--- src/rtl/fetch_stage.sv ---
// Instruction-fetch stage with IF/ID pipeline register for the RV32I core.
// Holds the PC, picks sequential or execute-redirect next PC, and registers the fetch into decode.
module fetch_stage #(
    parameter logic [31:0] RESET_PC  = 32'hBFC0_0000,
    parameter logic [31:0] NOP_INSTR = 32'h0000_0013
) (
    input  logic        CLK,
    input  logic        RST,
    input  logic        stallF,
    input  logic        stallD,
    input  logic        flushD,
    input  logic        pcsrcE,
    input  logic [31:0] pctargetE,
    output logic [31:0] imem_addr,
    input  logic [31:0] imem_rdata,
    output logic [31:0] instrd,
    output logic [31:0] pcD,
    output logic [31:0] pcplus4D,
    output logic        validD
);

    logic [31:0] pcF;
    logic [31:0] pcplus4F;
    logic [31:0] pcnext;

    always_comb begin
        pcplus4F = pcF + 32'd4;
        pcnext   = pcsrcE ? {pctargetE[31:2], 2'b00} : pcplus4F;
    end

    // Redirect must win over stallF, so pcsrcE is tested before the hold.
    always_ff @(posedge CLK or posedge RST) begin
        if (RST) begin
            pcF <= RESET_PC;
        end else if (pcsrcE || !stallF) begin
            pcF <= pcnext;
        end
    end

    assign imem_addr = pcF;

    always_ff @(posedge CLK or posedge RST) begin
        if (RST) begin
            instrd   <= NOP_INSTR;
            pcD      <= '0;
            pcplus4D <= '0;
            validD   <= 1'b0;
        end else if (flushD) begin
            instrd   <= NOP_INSTR;
            pcD      <= '0;
            pcplus4D <= '0;
            validD   <= 1'b0;
        end else if (!stallD) begin
            instrd   <= imem_rdata;
            pcD      <= pcF;
            pcplus4D <= pcplus4F;
            validD   <= 1'b1;
        end
    end

endmodule

--- config.mk ---
export PLATFORM = sky130hd
export DESIGN_NAME = fetch_stage
export DESIGN_NICKNAME = d
export VERILOG_FILES = /design/src/rtl/fetch_stage.sv
export SDC_FILE = /design/constraint.sdc
export NUM_CORES = 1
export LEC_CHECK = 0
export ABC_CLOCK_PERIOD_IN_PS = 4400
export CORE_MARGIN = 3
export CORE_UTILIZATION = 42
export CTS_CLUSTER_DIAMETER = 80
export DETAILED_ROUTE_END_ITERATION = 7
export GPL_TIMING_DRIVEN = 0
export PLACE_DENSITY_LB_ADDON = 0.15
export SLEW_MARGIN = 10
export SYNTH_ARGS = -nofsm -noshare
export SYNTH_HDL_FRONTEND = slang
export SYNTH_SLANG_ARGS = --single-unit
--- constraint.sdc ---
create_clock -name CLK -period 4.4 [get_ports CLK]
set_input_delay 0.88 -clock CLK [delete_from_list [all_inputs] [get_ports CLK]]
set_output_delay 0.88 -clock CLK [all_outputs]
set_load 0.01 [all_outputs]
==> results.toml, run 1 <==
[critical_path]
r2r_slack_ps = 1790
reg2reg_from = "imem_addr[3]$_DFFE_PP0N_"
ff2ff_path_depth = 7
path_common_cell = "clkbuf_1"
regToRegEndpoint = "imem_addr[20]$_DFFE_PP0N_"
crit_required_ps = 4670
crit_arrival_ps = 3040
critPathCaptureType = "flop"
cpPeakStageDelay_ps = 610
crit_fanout = 10
path_class = "in2reg"
cpMaxStageDelayCell = "clkdlybuf4s50_1"
path_cells = "clkdlybuf4s50_1 > clkbuf_1 > clkbuf_1 > nor2_1 > xnor2_1 > o21ai_0"
startpoint_type = "primary input"

[pwr]
power_frac_comb = 0.186
p_sw_frac = 0.2617
clkPwrFrac = 0.418
power.net_switching_mw = 0.8597
ir_drop_mv = 0.2269
finalPower_mw = 3.285
pwr-share-seq = 0.397
p_leak_nw = 3.653
internal_power_mw = 2.425
power.density_mw_per_mm2 = 371.6

[drt]
routedWlPerCell_um = 19.05
dr.pass1.iters = 8
avgViaCountPerCell = 5.527
wl_mm = 19.51
drtIter0Drc = 514
drc = 0
ant_nets = 0
vias = 5660

[timing]
max-slew-margin-rel = 0.4543
period_needed_ps = 2761
fin_crit_sh = 0.6275
grt_setup_unrepaired = "no"
tightest_slew_ps = 818.5
finalSetupViolations = 0
hold_viol = 0
fmax_ghz = 0.3622
layout_setup_ws_ps = 1639
slew_violations = 0
fin_hold_ws_ps = 515.6
clock_skew_ps = 9.263

[yosys]
synth_top_area_share = 0.4604
synth_edf_count = 0
yosys.area_share.simple = 0.1879
avgSynthCellArea_um2 = 9.818
ys_ff_latch = 124
synth_top_area_cell = "dfrtp_1"
yosysUniqueCellTypes = 52
netlist_area_mm2 = 0.006087
synth_warnings = 0
synth_compound_area_frac = 0.1155
synth_top_family_by_area = "simple AND/OR/NAND/NOR gates"
synth_mux_area_frac = 0.09044
yosys-top-cells-area = "dfrtp_1 (46%), mux2i_1 (9.0%), nor2_1 (5.7%)"
synth_common_cells = "dfrtp_1 (112), nor2_1 (92), mux2i_1 (55)"
yosysMostFrequentCell = "dfrtp_1"
async_flop_share = 1.000
synth_fa_ha_area_frac = 0.002055
synth_flop_cell = "dfrtp_1"
yosysSeqAreaShare = 0.5122
synth_xor_area_frac = 0.03453
syn-instance-count = 620

[cells_and_area]
layout-drive-gt1-share = 0.07938
fin_nets = 903
syn_to_final_growth_pct = 45.22
diodes = 0

[floorplan]
dieHeight_um = 126.4
die_w_um = 126.4
coreArea_mm2 = 0.01404
start_util = 0.4335
die_area_mm2 = 0.01597
num_io_pins = 199
rows = 43

[global_route]
grt_max_degree = 68
grt_pass1_vias = 5489
grt_pass1_wl_mm = 30.61
grt_use_total = 0.2438
grt_overflow = 0
antenna_found_initial = 0

[clock_network]
htree_levels = 4
worstSkewPairLatency_ps = 420
hold_buffers = 0
post_cts_buffers = 0
clockBufferDepth = 2
cts_root_buf = "clkbuf_16"
cts_tree = "built"
clkTransAtPathRegs_ps = 60
cts-resized-gates = 0
cts_buffers = 17
cts.sinks = 124

[hold_path]
hp-start = "instrd[30]$_DFFE_PP0P_"
min_to = "instrd[30]$_DFFE_PP0P_"
hold_depth = 2
hold_class = "reg2reg"

[placed_design]
gp_congestion = 0.9030
dp_hpwl_mm = 14.21
io_buffers = 191
pre_cts_ws_ps = 1366

[job]
maxCapViolCount = 0

[run_status]
status = "finished, final reports clean"
[area by class of cell]
cell class	instances	area, um^2
Fill cell	1177	5202
Sequential cell	124	3118
Multi-Input combinational cell	418	2628
Timing Repair Buffer	192	1939
Clock buffer	24	491.7
Buffer	66	296.5
Tap cell	180	225.2
Clock inverter	7	87.58
Inverter	13	53.80
[flip-flops by register name, summed over array words and instances (netlist names)]
name	flops
instrd	32
pcD	31
imem_addr	30
pcplus4D	30
validD	1
[layout by cell type, fill, tap and decap left out, drive strengths merged, types with 3 or more instances in the layout]
master,Yosys,layout
o211ai,3,3
nor2b,4,4
xor2,5,5
clkdlybuf4s50,0,191
nor3,12,12
xnor2,19,19
nor4,14,14
mux2i,55,55
nor2,92,92
dfstp,12,12
or3,12,12
a211o,4,4
o21ai,32,32
clkbuf,39,63
o31a,6,6
nand4,15,15
nand3,13,13
o31ai,5,5
a211oi,10,10
a221oi,4,4
dfrtp,112,112
and2,3,3
nand3b,3,3
a2111oi,4,4
a311oi,8,8
or4,11,11
inv,12,12
buf,27,28
clkinv,1,5
a21oi,16,16
nand2,42,42
a31oi,8,8
[through the flow]
| step | cells | util | TNS [ps] | cell area (um^2) |
|---|---|---|---|---|
| after floorplan | 621 | - | 0 | 6091 |
| after global placement | 992 | 0.5859 | -171350 | 8228 |
| after detailed placement | 993 | 0.5883 | 0 | 8260 |
| after CTS | 1024 | 0.6295 | 0 | 8840 |
| after global routing | 1024 | 0.6295 | 0 | 8840 |
| final | 1024 | 0.6295 | 0 | 8840 |
[critical path, delay by kind of cell]
kind            cells  cell delay (ps)
xor+xnor            1              190
buf+inv             3             1690
compound gates      1              100
simple gates        1              160
[power by group through the flow]
stage                     sequential [mW]  clock, mW  combinational [mW]
after floorplan                      1.35          0               0.253
after detailed placement             1.32          0               0.609
final                                1.30       1.37               0.609
after global placement               1.32          0               0.597
after CTS                            1.30       1.39               0.614
after global routing                 1.31       1.44               0.661
[metal layers]
metal,global-route usage,wire (um),vias to the layer above,part of all wire
li1,-,-,2621,-
met1,0.3196,8042,2752,0.41
met2,0.3898,9373,252,0.48
met3,0.07326,1716,35,0.088
met4,0.07823,379,0,0.019
met5,0,0,-,0
[how the worst max path moves through the flow]
stage,startpoint,endpoint,slack [ps]
3_3_place_gp,RST,pcD[14]$_DFFE_PP0P_,-1510
5_1_grt,stallF,imem_addr[8]$_DFFE_PP0N_,1680
6_report,stallF,imem_addr[5]$_DFFE_PP0N_,1640
3_5_place_dp,stallF,imem_addr[11]$_DFFE_PP0N_,1370
2_1_floorplan,RST,imem_addr[10]$_DFFE_PP0N_,240
4_1_cts,stallF,imem_addr[5]$_DFFE_PP0N_,1800
[logic make-up after synthesis]
logic type / after synthesis
and+or+nand+nor: 231
DFF: 124
AOI/OAI and AO/OA: 105
buffers and inverters: 79
muxes: 55
xor gates and xnor gates: 24
adders and majority gates: 1
other: 1
No activity file was read; power rests on OpenSTA's default activity.
==> run 2, diff against run 1 <==
ABC_CLOCK_PERIOD_IN_PS = 2400   (was 4400)
clock period = 2.4 ns   (was 4.4 ns; I/O delays follow)
==> run 2 against run 1 <==
Non-clock buffer count up 2. Global-route usage down 0.16 points. Hold slack worse by 72 ps. Sequential share of layout area down 0.51 points. Count of clock-buffer cells in the layout up 1. Via count down 0.94%. Critical path depth unchanged. Core utilization up 0.94 points. Wire length down 0.30%. Highest routed layer unchanged.
==> results.toml, run 2 (same netlist as run 1, synthesis figures left out) <==
[cells_and_area]
utilization = 0.6390
diodes = 0
layout-drive-gt1-share = 0.1015
final_cell_mix = "clkdlybuf4s50_1 (191), dfrtp_1 (111), nor2_1 (92)"
final_area_mm2 = 0.008972
fillCellCount = 1145
largest_reg_flops = 32
reg_top3 = "instrd x32, pcD x31"
layout_commonest_cell = "clkdlybuf4s50_1"
stdcell_count = 1027
largest_register = "instrd"
syn_to_final_growth_pct = 47.40
fin_nets = 905

[timing]
layout_setup_ws_ps = 95.45
grt_setup_unrepaired = "no"
fmax_ghz = 0.4339
finalSetupViolations = 0
hold_viol = 0
period_needed_ps = 2305
fin_hold_ws_ps = 444.1
fin_setup_tns_ps = 0
slew_violations = 0
clock_skew_ps = 6.290
tightest_slew_ps = 841.9
max-slew-margin-rel = 0.4388
fin_crit_sh = 0.9602

[critical_path]
critPathCaptureType = "flop"
crit_fanout = 10
path_class = "reg2reg"
crit_arrival_ps = 2620
crit_required_ps = 2710
ff2ff_path_depth = 6
critPathLaunch = "imem_addr[6]$_DFFE_PP0N_"
reg2reg_from = "imem_addr[6]$_DFFE_PP0N_"
crit_path_end = "pcplus4D[24]$_DFFE_PP0P_"
regToRegEndpoint = "pcplus4D[24]$_DFFE_PP0P_"
r2r_slack_ps = 100
startpoint_type = "flop"

[global_route]
grt_pass1_vias = 5626
grt_pass1_wl_mm = 30.46
grt_max_degree = 32
antenna_found_initial = 0
grt_use_total = 0.2423
grt_overflow = 0

[job]
maxCapViolCount = 0

[hold_path]
hold_class = "in2async"

[placed_design]
dpl_cell_area_mm2 = 0.008319
gp_congestion = 0.9093
placed_cells = 996
dp_hpwl_mm = 14.26
io_buffers = 191
pre_cts_ws_ps = -197.9

[drt]
drtIter0Drc = 452
vias = 5607
avgViaCountPerCell = 5.460
drc = 0
routedWlPerCell_um = 18.94
dr.pass1.iters = 5
wl_mm = 19.45
ant_nets = 0

[pwr]
ir_drop_mv = 0.3978
finalPower_mw = 6.083
power.density_mw_per_mm2 = 677.9
p_leak_nw = 3.720

[floorplan]
die_area_mm2 = 0.01597
coreArea_mm2 = 0.01404
start_util = 0.4335
die_w_um = 126.4
num_io_pins = 199
dieHeight_um = 126.4
rows = 43

[clock_network]
cts_root_buf = "clkbuf_16"
cts_tree = "built"
cts.sinks = 124
htree_levels = 4
clockBufferDepth = 2
worstSkewPairLatency_ps = 420
clkTransAtPathRegs_ps = 50
cts_buffers = 17

[run_status]
status = "finished, final reports clean"
[run 2: cell types whose count changed in the layout (fill, tap and decap cells not counted), sizes merged]
cell    previous run  this run
clkbuf            63        58
buf               28        36
clkinv             5         6
inv               12        11
[run 2: how the worst min path moves through the flow]
stage | start | endpoint | slack (ps) | cells past startpoint
2_1_floorplan | imem_addr[31]$_DFFE_PP1N_ | imem_addr[31]$_DFFE_PP1N_ | 530 | 2
3_3_place_gp | instrd[29]$_DFFE_PP0P_ | instrd[29]$_DFFE_PP0P_ | 500 | 2
3_5_place_dp | validD$_DFFE_PP0P_ | validD$_DFFE_PP0P_ | 510 | 2
4_1_cts | RST | instrd[6]$_DFFE_PP0P_ | 450 | 2
5_1_grt | RST | instrd[3]$_DFFE_PP0P_ | 480 | 2
6_report | RST | instrd[6]$_DFFE_PP0P_ | 440 | 2
[run 2: what timing repair did]
item,CTS,global route
pin swaps,1,2
resized for setup,1,14
hold buffers,0,0
setup endpoints to repair,13,23
buffers inserted,0,4
[run 2: area by class of cell]
class,count,area (um^2),area share
inverters,13,52.55,0.005857
plain buffers,61,280.3,0.03124
flip-flops and latches,124,3119,0.3476
multi-input cells,418,2675,0.2981
clock buffers,25,505.5,0.05634
repair buffers,199,2029,0.2262
well taps,180,225.2,0.02510
clock inverters,7,85.08,0.009483
[run 2: per-layer routing]
layer,up-vias,routed length (um),share of wire,GRT usage
met4,0,364,0.019,0.09338
met2,223,9472,0.49,0.3814
met3,29,1652,0.085,0.07158
met1,2733,7964,0.41,0.3165
met5,-,0,0,0
li1,2622,-,-,-
[run 2: power by group]
group | switching, mW | internal, mW
sequential | 0.132 | 2.26
combinational | 0.557 | 0.579
clock | 0.896 | 1.66
total | 1.59 | 4.50
[run 2: critical path, cell delays in order (launching register included)]
cell and delay [ps]:
dfrtp_1 340, buf_2 200, nand4_1 210, or4_4 650, buf_6 180, or3_1 340, a311oi_1 280
==> run 3, diff against run 2 <==
SETUP_SLACK_MARGIN = 0.5   (was unset)
SLEW_MARGIN = unset   (was 10)
==> run 3 against run 2 <==
Wire length grew 12%. Sequential cell count is the same. Global-route usage grew 2.5 points. Sequential share of layout area decreased by 3.4 points. Cell count is 6.9% higher. Highest routed layer unchanged. Largest cell class unchanged. Hold slack got worse by 4.1 ps.
==> results.toml, run 3 (same netlist as run 1, synthesis figures left out) <==
[run_status]
status = "finished, final reports clean"

[pwr]
power_frac_comb = 0.213
clkPwrFrac = 0.405
ir_drop_mv = 0.4641
finalPower_mw = 6.270
internal_power_mw = 4.579
pwr-share-seq = 0.382
power.net_switching_mw = 1.691
p_sw_frac = 0.2697
p_leak_nw = 4.342
power.density_mw_per_mm2 = 629.8

[clock_network]
cts_buffers = 17
htree_levels = 4
clockBufferDepth = 2
cts.sinks = 124
worstSkewPairLatency_ps = 420
clkTransAtPathRegs_ps = 60
cts_tree = "built"
hold_buffers = 0
cts_root_buf = "clkbuf_16"

[timing]
fin_crit_sh = 0.9205
max-slew-margin-rel = 0.4550
finalSetupViolations = 0
clock_skew_ps = 7.815
fin_hold_ws_ps = 440.0
fmax_ghz = 0.4527
hold_viol = 0
tightest_slew_ps = 817.5
grt_setup_unrepaired = "yes"
slew_violations = 0
period_needed_ps = 2209

[cells_and_area]
syn_to_final_growth_pct = 63.56
largest_register = "instrd"
diodes = 0
fillCellCount = 1005
final_cell_mix = "clkdlybuf4s50_1 (164), dfrtp_1 (105), nor2_1 (92)"
layout_commonest_cell = "clkdlybuf4s50_1"
reg_top3 = "instrd x32, pcD x31"
regArea_mm2 = 0.003127
multi_input_area_mm2 = 0.002953
final_area_mm2 = 0.009956
layout-drive-gt1-share = 0.2222
largest_reg_flops = 32
fin_nets = 977

[global_route]
grt_pass1_vias = 6132
grt_use_total = 0.2677
grt_pass1_wl_mm = 33.87
grt_max_degree = 43
antenna_found_initial = 0
grt_overflow = 0

[placed_design]
io_buffers = 191
dp_hpwl_mm = 14.44
dpl_cell_area_mm2 = 0.008413
gp_congestion = 0.8879

[floorplan]
coreArea_mm2 = 0.01404
num_io_pins = 199
die_area_mm2 = 0.01597
rows = 43
dieHeight_um = 126.4
start_util = 0.4335
die_w_um = 126.4

[critical_path]
critPathCaptureType = "flop"
startpoint_type = "flop"
crit_fanout = 10
cpMaxStageDelayCell = "or4_4"
path_class = "reg2reg"
path_cells = "nand4_1 > or4_4 > buf_8 > clkbuf_8 > o21ai_0 > a311oi_2"
crit_required_ps = 2650
cpPeakStageDelay_ps = 640
crit_arrival_ps = 2460

[drt]
wl_mm = 21.72
ant_nets = 0
avgViaCountPerCell = 5.561
routedWlPerCell_um = 19.78
dr.pass1.iters = 5
vias = 6106
drc = 0
drtIter0Drc = 468

[job]
maxCapViolCount = 0

[hold_path]
hold_class = "in2async"
==> run 3: routing by layer <==
layer,GRT usage,part of all wire,up-vias
li1,-,-,2762
met1,0.3538,0.41,3016
met2,0.4328,0.49,279
met3,0.06695,0.077,49
met4,0.08896,0.023,0
met5,0,0,-
==> run 3: critical path: cells and delay by family, from the launching register on <==
family	cells	cell delay, ps
AO/OA/AOI/OAI	2	380
AND/OR/NAND/NOR	2	820
buffers and inverters	2	350
flip-flops	1	490
==> run 3: what timing repair did <==
| item | 4_1_cts | 5_1_grt |
|---|---|---|
| pin swaps | 21 | 21 |
| cloned | 1 | 0 |
| buffers inserted | 52 | 19 |
| endpoints found under the hold margin | 0 | 0 |
| endpoints found under the setup margin | 91 | 72 |
| gates resized for setup | 78 | 49 |
==> run 3: layout make-up <==
class                      count  share of cell area
clock inverter                 7            0.008797
tap                          180             0.02262
clock buffer                  24             0.04939
buffer                        66             0.04512
sequential                   124              0.3141
timing repair buffer         266              0.2581
inverter                      13            0.005278
multi-input combinational    418              0.2966
==> run 3: through the flow <==
step / TNS [ps] / util / setup WS, ps / cells
2_1_floorplan: 0 / - / 273.0 / 621
3_3_place_gp: -90750 / 0.5943 / -947.1 / 992
3_5_place_dp: -2995 / 0.5991 / -213.2 / 995
4_1_cts: 0 / 0.6831 / 335.2 / 1079
5_1_grt: 0 / 0.7090 / 144.2 / 1098
6_report: 0 / 0.7090 / 190.9 / 1098
==> run 3: power groups by stage <==
stage                     registers (mW)  clock network (mW)  logic, mW
after CTS                           2.39                2.55       1.27
after global placement              2.42                   0       1.12
final                               2.39                2.54       1.34
after global routing                2.41                2.66       1.44
after detailed placement            2.43                   0       1.15
after floorplan                     2.47                   0      0.488
==> run 3: path summary, 6_finish.rpt <==
check	from	endpoint	slack (ps)	cells past startpoint
min in group CLK	pcD[18]$_DFFE_PP0P_	pcD[18]$_DFFE_PP0P_	520	2
worst min-delay path	RST	instrd[5]$_DFFE_PP0P_	440	2
worst max register to register	imem_addr[17]$_DFFE_PP0N_	pcplus4D[24]$_DFFE_PP0P_	190	6
worst min register to register	pcD[18]$_DFFE_PP0P_	pcD[18]$_DFFE_PP0P_	520	2
worst max-delay path	imem_addr[17]$_DFFE_PP0N_	pcplus4D[24]$_DFFE_PP0P_	190	6
max in group asynchronous	RST	imem_addr[25]$_DFFE_PP1N_	1130	4
